--- config.mk ---
export PLATFORM = sky130hd
export DESIGN_NAME = layer_scroll_ctrl_flat
export DESIGN_NICKNAME = d
export VERILOG_FILES = /design/src/rtl/layer_scroll_ctrl_pkg.sv /design/src/rtl/layer_scroll_ctrl_if.sv /design/src/rtl/ms_tick_gen.sv /design/src/rtl/layer_scroll_ctrl.sv /design/src/flat_wrapper.sv
export SDC_FILE = /design/constraint.sdc
export NUM_CORES = 1
export LEC_CHECK = 0
export BUFFER_PORTS_ARGS = -buffer_cell sky130_fd_sc_hd__buf_2
export CAP_MARGIN = 20
export CORE_UTILIZATION = 50
export CTS_CLUSTER_SIZE = 10
export DETAILED_ROUTE_END_ITERATION = 10
export GPL_TIMING_DRIVEN = 0
export PLACE_DENSITY = 0.75
export SETUP_SLACK_MARGIN = 0.15
export SYNTH_ARGS = -nofsm -noshare
export SYNTH_HDL_FRONTEND = slang
export SYNTH_SLANG_ARGS = --single-unit
--- constraint.sdc ---
create_clock -name clk -period 2.3 [get_ports clk]
set_input_delay 0.115 -clock clk [delete_from_list [all_inputs] [get_ports clk]]
set_output_delay 0.115 -clock clk [all_outputs]
set_load 0.05 [all_outputs]
--- src/rtl/layer_scroll_ctrl_pkg.sv ---
// Shared constants, types and helpers for the ground-layer scroll sequencer.
package layer_scroll_ctrl_pkg;

    // Width of one play-field row (one bit per column).
    localparam int unsigned LAYER_W           = 7;
    // Default scroll length in ms ticks; equals the layer height in pixels.
    localparam int unsigned SCROLL_MS_DEFAULT = 150;
    // Width of the completed-scroll counter.
    localparam int unsigned COUNT_W           = 16;

    typedef logic [0:LAYER_W-1] row_t;

    typedef enum logic [2:0] {
        S_IDLE   = 3'd0,
        S_FETCH  = 3'd1,
        S_LOAD   = 3'd2,
        S_START  = 3'd3,
        S_SCROLL = 3'd4,
        S_SETTLE = 3'd5,
        S_DONE   = 3'd6
    } scroll_state_e;

    // Increment that sticks at all-ones instead of wrapping.
    function automatic logic [COUNT_W-1:0] sat_inc(input logic [COUNT_W-1:0] v);
        return (&v) ? v : v + 1'b1;
    endfunction

endpackage

--- src/rtl/layer_scroll_ctrl_if.sv ---
// Row-fetch handshake between the scroll sequencer and the map generator.
interface layer_scroll_ctrl_if;
    import layer_scroll_ctrl_pkg::*;

    logic gen_req;
    logic gen_valid;
    row_t gen_map;
    row_t gen_type;

    // Sequencer side: requests a row, receives it.
    modport master (
        output gen_req,
        input  gen_valid,
        input  gen_map,
        input  gen_type
    );

    // Generator side: sees the request, returns a row.
    modport slave (
        input  gen_req,
        output gen_valid,
        output gen_map,
        output gen_type
    );

endinterface

--- src/rtl/ms_tick_gen.sv ---
// Free-running 1 ms tick divider with a synchronous clear.
module ms_tick_gen #(
    parameter int unsigned TICK_DIV = 65000
) (
    input  logic clk,
    input  logic rst_n,
    input  logic clr,
    output logic tick
);

    localparam int unsigned CW = (TICK_DIV > 1) ? $clog2(TICK_DIV) : 1;
    localparam logic [CW-1:0] LAST = CW'(TICK_DIV - 1);

    logic [CW-1:0] div_q;

    // Count 0..TICK_DIV-1 and wrap; clr restarts the period at 0.
    always_ff @(posedge clk or negedge rst_n) begin
        if (!rst_n) begin
            div_q <= '0;
        end else if (clr || div_q == LAST) begin
            div_q <= '0;
        end else begin
            div_q <= div_q + 1'b1;
        end
    end

    // Decoded from the counter register only, so no input-to-output path.
    assign tick = (div_q == LAST);

endmodule

--- src/rtl/layer_scroll_ctrl.sv ---
// Sequencer for the stacked scrolling ground layers: fetches a new top row,
// broadcasts load/start to the layer chain, times the scroll and reports done.
module layer_scroll_ctrl
    import layer_scroll_ctrl_pkg::*;
#(
    parameter int unsigned CLK_HZ    = 65_000_000,
    parameter int unsigned SCROLL_MS = SCROLL_MS_DEFAULT
) (
    input  logic                   clk,
    input  logic                   rst_n,
    input  logic                   en,
    input  logic                   scroll_req,
    layer_scroll_ctrl_if.master    gen,
    output row_t                   top_map,
    output row_t                   top_type,
    output logic                   layer_load,
    output logic                   layer_start,
    output logic                   one_ms_tick,
    output logic                   busy,
    output logic                   scroll_done,
    output logic                   req_overflow,
    output logic [COUNT_W-1:0]     scroll_count
);

    localparam int unsigned TICK_DIV  = CLK_HZ / 1000;
    localparam logic [7:0]  TICK_LAST = 8'(SCROLL_MS - 1);

    scroll_state_e      state_q;
    logic               pending_q;
    logic               gen_req_q;
    logic               load_q;
    logic               start_q;
    logic               busy_q;
    logic               done_q;
    logic               ovf_q;
    logic [7:0]         tick_cnt_q;
    logic               settle_q;
    logic [COUNT_W-1:0] count_q;
    row_t               top_map_q;
    row_t               top_type_q;
    logic               consume;

    // Divider is restarted during the start cycle so ticks line up with the layers.
    ms_tick_gen #(
        .TICK_DIV (TICK_DIV)
    ) u_tick (
        .clk   (clk),
        .rst_n (rst_n),
        .clr   (start_q),
        .tick  (one_ms_tick)
    );

    // A queued request is taken whenever the FSM is about to launch a new fetch.
    assign consume = pending_q && (state_q == S_IDLE || state_q == S_DONE);

    // Sequencer FSM, pending buffer and counters; every output is a flop here.
    always_ff @(posedge clk or negedge rst_n) begin
        if (!rst_n) begin
            state_q    <= S_IDLE;
            pending_q  <= 1'b0;
            gen_req_q  <= 1'b0;
            load_q     <= 1'b0;
            start_q    <= 1'b0;
            busy_q     <= 1'b0;
            done_q     <= 1'b0;
            ovf_q      <= 1'b0;
            tick_cnt_q <= '0;
            settle_q   <= 1'b0;
            count_q    <= '0;
            top_map_q  <= '0;
            top_type_q <= '0;
        end else begin
            load_q  <= 1'b0;
            start_q <= 1'b0;
            done_q  <= 1'b0;
            ovf_q   <= 1'b0;

            // One-deep request buffer; a request arriving alongside a consumed
            // pending one takes its place rather than being dropped.
            if (!en) begin
                pending_q <= 1'b0;
            end else if (consume) begin
                pending_q <= scroll_req;
            end else if (scroll_req && state_q != S_IDLE) begin
                if (pending_q) begin
                    ovf_q <= 1'b1;
                end else begin
                    pending_q <= 1'b1;
                end
            end

            unique case (state_q)
                S_IDLE: begin
                    if (en && (scroll_req || pending_q)) begin
                        state_q   <= S_FETCH;
                        gen_req_q <= 1'b1;
                        busy_q    <= 1'b1;
                    end
                end
                S_FETCH: begin
                    // Nothing has reached the layers yet, so an abort is safe here.
                    if (!en) begin
                        state_q   <= S_IDLE;
                        gen_req_q <= 1'b0;
                        busy_q    <= 1'b0;
                    end else if (gen.gen_valid) begin
                        top_map_q  <= gen.gen_map;
                        top_type_q <= gen.gen_type;
                        gen_req_q  <= 1'b0;
                        load_q     <= 1'b1;
                        state_q    <= S_LOAD;
                    end
                end
                S_LOAD: begin
                    start_q <= 1'b1;
                    state_q <= S_START;
                end
                S_START: begin
                    tick_cnt_q <= '0;
                    state_q    <= S_SCROLL;
                end
                S_SCROLL: begin
                    if (one_ms_tick) begin
                        tick_cnt_q <= tick_cnt_q + 1'b1;
                        if (tick_cnt_q == TICK_LAST) begin
                            settle_q <= 1'b0;
                            state_q  <= S_SETTLE;
                        end
                    end
                end
                S_SETTLE: begin
                    // Two cycles for the layers to walk through their end state.
                    if (settle_q) begin
                        done_q  <= 1'b1;
                        state_q <= S_DONE;
                    end else begin
                        settle_q <= 1'b1;
                    end
                end
                S_DONE: begin
                    count_q <= sat_inc(count_q);
                    if (en && pending_q) begin
                        gen_req_q <= 1'b1;
                        state_q   <= S_FETCH;
                    end else begin
                        busy_q  <= 1'b0;
                        state_q <= S_IDLE;
                    end
                end
                default: begin
                    gen_req_q <= 1'b0;
                    busy_q    <= 1'b0;
                    state_q   <= S_IDLE;
                end
            endcase
        end
    end

    assign gen.gen_req   = gen_req_q;
    assign top_map       = top_map_q;
    assign top_type      = top_type_q;
    assign layer_load    = load_q;
    assign layer_start   = start_q;
    assign busy          = busy_q;
    assign scroll_done   = done_q;
    assign req_overflow  = ovf_q;
    assign scroll_count  = count_q;

endmodule

--- src/flat_wrapper.sv ---
// flat-port wrapper written by rule: the top's interface ports become plain ports
module layer_scroll_ctrl_flat import layer_scroll_ctrl_pkg::*;
#(
    parameter int unsigned CLK_HZ    = 65_000_000,
    parameter int unsigned SCROLL_MS = SCROLL_MS_DEFAULT
)
  (clk, rst_n, en, scroll_req, top_map, top_type, layer_load, layer_start, one_ms_tick, busy, scroll_done, req_overflow, scroll_count, gen_gen_req, gen_gen_valid, gen_gen_map, gen_gen_type);
  layer_scroll_ctrl_if gen_i ();
  input  logic clk;
  input  logic rst_n;
  input  logic en;
  input  logic scroll_req;
  output row_t top_map;
  output row_t top_type;
  output logic layer_load;
  output logic layer_start;
  output logic one_ms_tick;
  output logic busy;
  output logic scroll_done;
  output logic req_overflow;
  output logic [COUNT_W-1:0] scroll_count;
  output wire logic [$bits(gen_i.gen_req)-1:0] gen_gen_req;
  input wire logic [$bits(gen_i.gen_valid)-1:0] gen_gen_valid;
  input wire logic [$bits(gen_i.gen_map)-1:0] gen_gen_map;
  input wire logic [$bits(gen_i.gen_type)-1:0] gen_gen_type;
  assign gen_gen_req = gen_i.gen_req;
  assign gen_i.gen_valid = gen_gen_valid;
  assign gen_i.gen_map = gen_gen_map;
  assign gen_i.gen_type = gen_gen_type;
  layer_scroll_ctrl #(.CLK_HZ(CLK_HZ), .SCROLL_MS(SCROLL_MS)) u_core (.clk(clk), .rst_n(rst_n), .en(en), .scroll_req(scroll_req), .gen(gen_i), .top_map(top_map), .top_type(top_type), .layer_load(layer_load), .layer_start(layer_start), .one_ms_tick(one_ms_tick), .busy(busy), .scroll_done(scroll_done), .req_overflow(req_overflow), .scroll_count(scroll_count));
endmodule
==> flow_summary.ini <==
[worst_setup_path]
critPathCaptureType = register
r2r_slack_ns = 0.23
worstSetupStartpoint = u_core.u_tick.div_q[3]
critPathSlowestCell = or4_4
rr_worst_depth = 5
critical_path_class = reg -> reg
crit_required_ns = 2.56
cp_cell_sequence = nand4b_1, or4_4, buf_6, or4_1, a21oi_1
crit_end = u_core.tick_cnt_q[6]
r2r_end = u_core.tick_cnt_q[6]
arrival_ns = 2.34
cp_max_fo = 10
critical-path-top-delay-family = simple AND/OR/NAND/NOR gates
crit_cells = 5
critPathMaxStageDelay_ns = 0.56
cp-start-kind = register
r2r-start = u_core.u_tick.div_q[3]
critPathBufInv = 1

[route]
ant_nets = 0
num_vias = 2521
wl_per_cell_um = 14.2
drt-initial-drc-count = 184
avgViaCountPerCell = 5.52
dr.pass1.iters = 4
wirelength_um = 6490
drcViolationCount = 0

[flow_run]
cap_violations = 0

[cells_and_area]
fill_cells = 466
nets = 400
design_area_um2 = 3890
drive_gt1_share_pct = 29.3
area_growth_pct = 24.2
antennaDiodeCount = 0

[clock_network]
clockRootBuffer = clkbuf_8
cts_tree = done
clkSlewWorstSetupHoldPaths_ns = 0.07
cts_buffer_depth = 2
cts_sinks = 65
htreeDepth = 3
worstSkewPairLatency_ns = 0.34
cts_buffers = 9

[timing]
rsz0062_at_grt = yes
tns_ns = 0
period_minus_slack_ns = 2.07
max_freq_ghz = 0.482
drv_slew = 0
worst_slew_pin_slew_ns = 0.790
setup_viol = 0
fin_skew_ns = 0.00602
hold_violations = 0
min_period_over_period_pct = 90.2
relSlewSlack_pct = 47.3

[grt]
track_usage_pct = 21.0
grt_max_degree = 66
antenna_found_initial = 0
grt_overflow = 0
grt_pass1_vias = 2368
grt_pass1_wl_um = 10500

[placed_design]
placed_cell_area_um2 = 3500
io_buffer_count = 54
dpl.hpwl_um = 4290
gp_congestion = 0.824

[logic_synthesis]
synthArstFlopShare_pct = 100
syn-num-nets = 319
synth_top_cell_by_area = dfrtp_1
synth_area_um2 = 3130
yosysTopAreaCellShare_pct = 51.9
ys.warnings.count = 0
synth.most_common_cell = dfrtp_1
synth_edf_count = 0
netlist_instances = 296
ys_types = 43
ys_top_cells_by_area = dfrtp_1 52%, mux2_2 6.1%, xnor2_1 4.8%
synth_common_cells = 65 x dfrtp_1, 22 x nor2_1, 20 x nand2_1
synth_area_per_cell_um2 = 10.6
synthFlopType = dfrtp_1
seq_area_frac_synth_pct = 51.9
ys_ff_latch = 65

[floorplan]
die_h_um = 81.2
fp-row-count = 28
die_width_um = 81.2
core_um2 = 5990
die_area_um2 = 6590
start_util_pct = 52.3
io_pins = 56

[power]
leakagePower_nw = 1.88
max-vdd-ir-drop_v = 0.000484
p_per_area_nw_per_um2 = 573

[hold_path]
worst_hold_startpoint = gen_gen_type[0]
hp-class = in -> reg

[outcome]
status = completed
layout by cell type, fill, tap and decap left out, types with 3 or more instances in the layout:
cell type and instances:
ha_1 3, a21oi_1 16, clkbuf_1 5, o31ai_1 8, nand2_1 20, xor2_1 4
dlygate4sd3_1 10, nor2b_1 3, nand4_1 16, buf_4 8, nor2_1 22, o21ai_0 7
dfrtp_2 4, mux2i_1 4, nor3_1 6, nand3_1 15, mux2_2 17, dfrtp_1 61
buf_2 52, clkbuf_8 12, or4_1 8, nor4_1 5, inv_1 10, and3_1 5
xnor2_1 17, nand2b_1 4, or2_2 6
through the flow:
stage / worst slack [ns] / hold slack (ns) / power [W] / cells / utilization (%)
global placement: 0.0512 / 0.346 / 0.00122 / 425 / 58.5
finish: 0.226 / 0.0166 / 0.00223 / 457 / 65.0
detailed placement: 0.00184 / 0.261 / 0.00122 / 425 / 58.5
floorplan: 0.225 / -0.181 / 0.00118 / 296 / -
CTS: 0.151 / 0.00248 / 0.00226 / 450 / 63.8
global route: 0.114 / 0.00265 / 0.00233 / 457 / 65.0
flip-flops by register name, summed over array words and instances (netlist names):
name	cells
u_core.busy	1
u_core.gen.gen_req	1
u_core.layer_load	1
u_core.layer_start	1
u_core.pending_q	1
u_core.req_overflow	1
u_core.scroll_count	16
u_core.scroll_done	1
u_core.settle_q	1
u_core.state_q	3
u_core.tick_cnt_q	8
u_core.top_map	7
u_core.top_type	7
u_core.u_tick.div_q	16
how the worst min path moves through the flow:
| stage | slack, ns | endpoint | cells past startpoint |
|---|---|---|---|
| 3_5_place_dp | 0.26 | u_core.gen.gen_req | 1 |
| 4_1_cts | 0.002 | u_core.top_type[0] | 2 |
| 3_3_place_gp | 0.35 | u_core.top_type[5] | 2 |
| 5_1_grt | 0.003 | u_core.top_type[0] | 2 |
| 2_1_floorplan | -0.18 | u_core.busy | 0 |
| 6_report | 0.02 | u_core.top_type[0] | 2 |
logic make-up (layout without fill, tap and decap cells):
family / after synthesis / in the layout / synth area share (%)
multiplexers: 21 / 21 / 7.39
XOR/XNOR: 21 / 21 / 5.87
flip-flops: 65 / 65 / 51.9
AO/OA/AOI/OAI: 42 / 42 / 8.50
AND/OR/NAND/NOR: 122 / 122 / 21.8
buffers and inverters: 21 / 107 / 2.99
adder cells (fa/ha/maj): 4 / 4 / 1.60
timing repair:
| action | 4_1_cts | 5_1_grt |
|---|---|---|
| pin swaps | 0 | 2 |
| hold endpoints to repair | 73 | 1 |
| resized for setup | 4 | 6 |
| setup buffers | 0 | 6 |
| setup endpoints to repair | 11 | 23 |
| hold buffers | 9 | 1 |
cell type report:
cell class                      count  area (um^2)  share of cell area [%]
Clock inverter                      4         50.0                    1.29
Timing Repair Buffer               70          420                    10.8
Sequential cell                    65         1630                    41.9
Clock buffer                       12          165                    4.24
Buffer                             10         57.6                    1.48
Multi-Input combinational cell    210         1430                    36.8
Inverter                           11         41.3                    1.06
Tap cell                           75         93.8                    2.41
per-layer routing:
metal / track usage (%) / wire length, um / vias to the layer above
met3: 5.17 / 201 / 6
li1: - / - / 1244
met4: 8.57 / 55 / 0
met1: 25.9 / 2980 / 1220
met2: 35.0 / 3260 / 51
met5: 0 / 0 / -
power by group:
part,leakage (nW),switching [W],internal [W]
Clock,0.105,0.000435,0.000587
Combinational,0.910,0.0000366,0.0000255
Sequential,0.862,0.00000147,0.00114
Note: power is estimated with default switching activity, not from simulation.
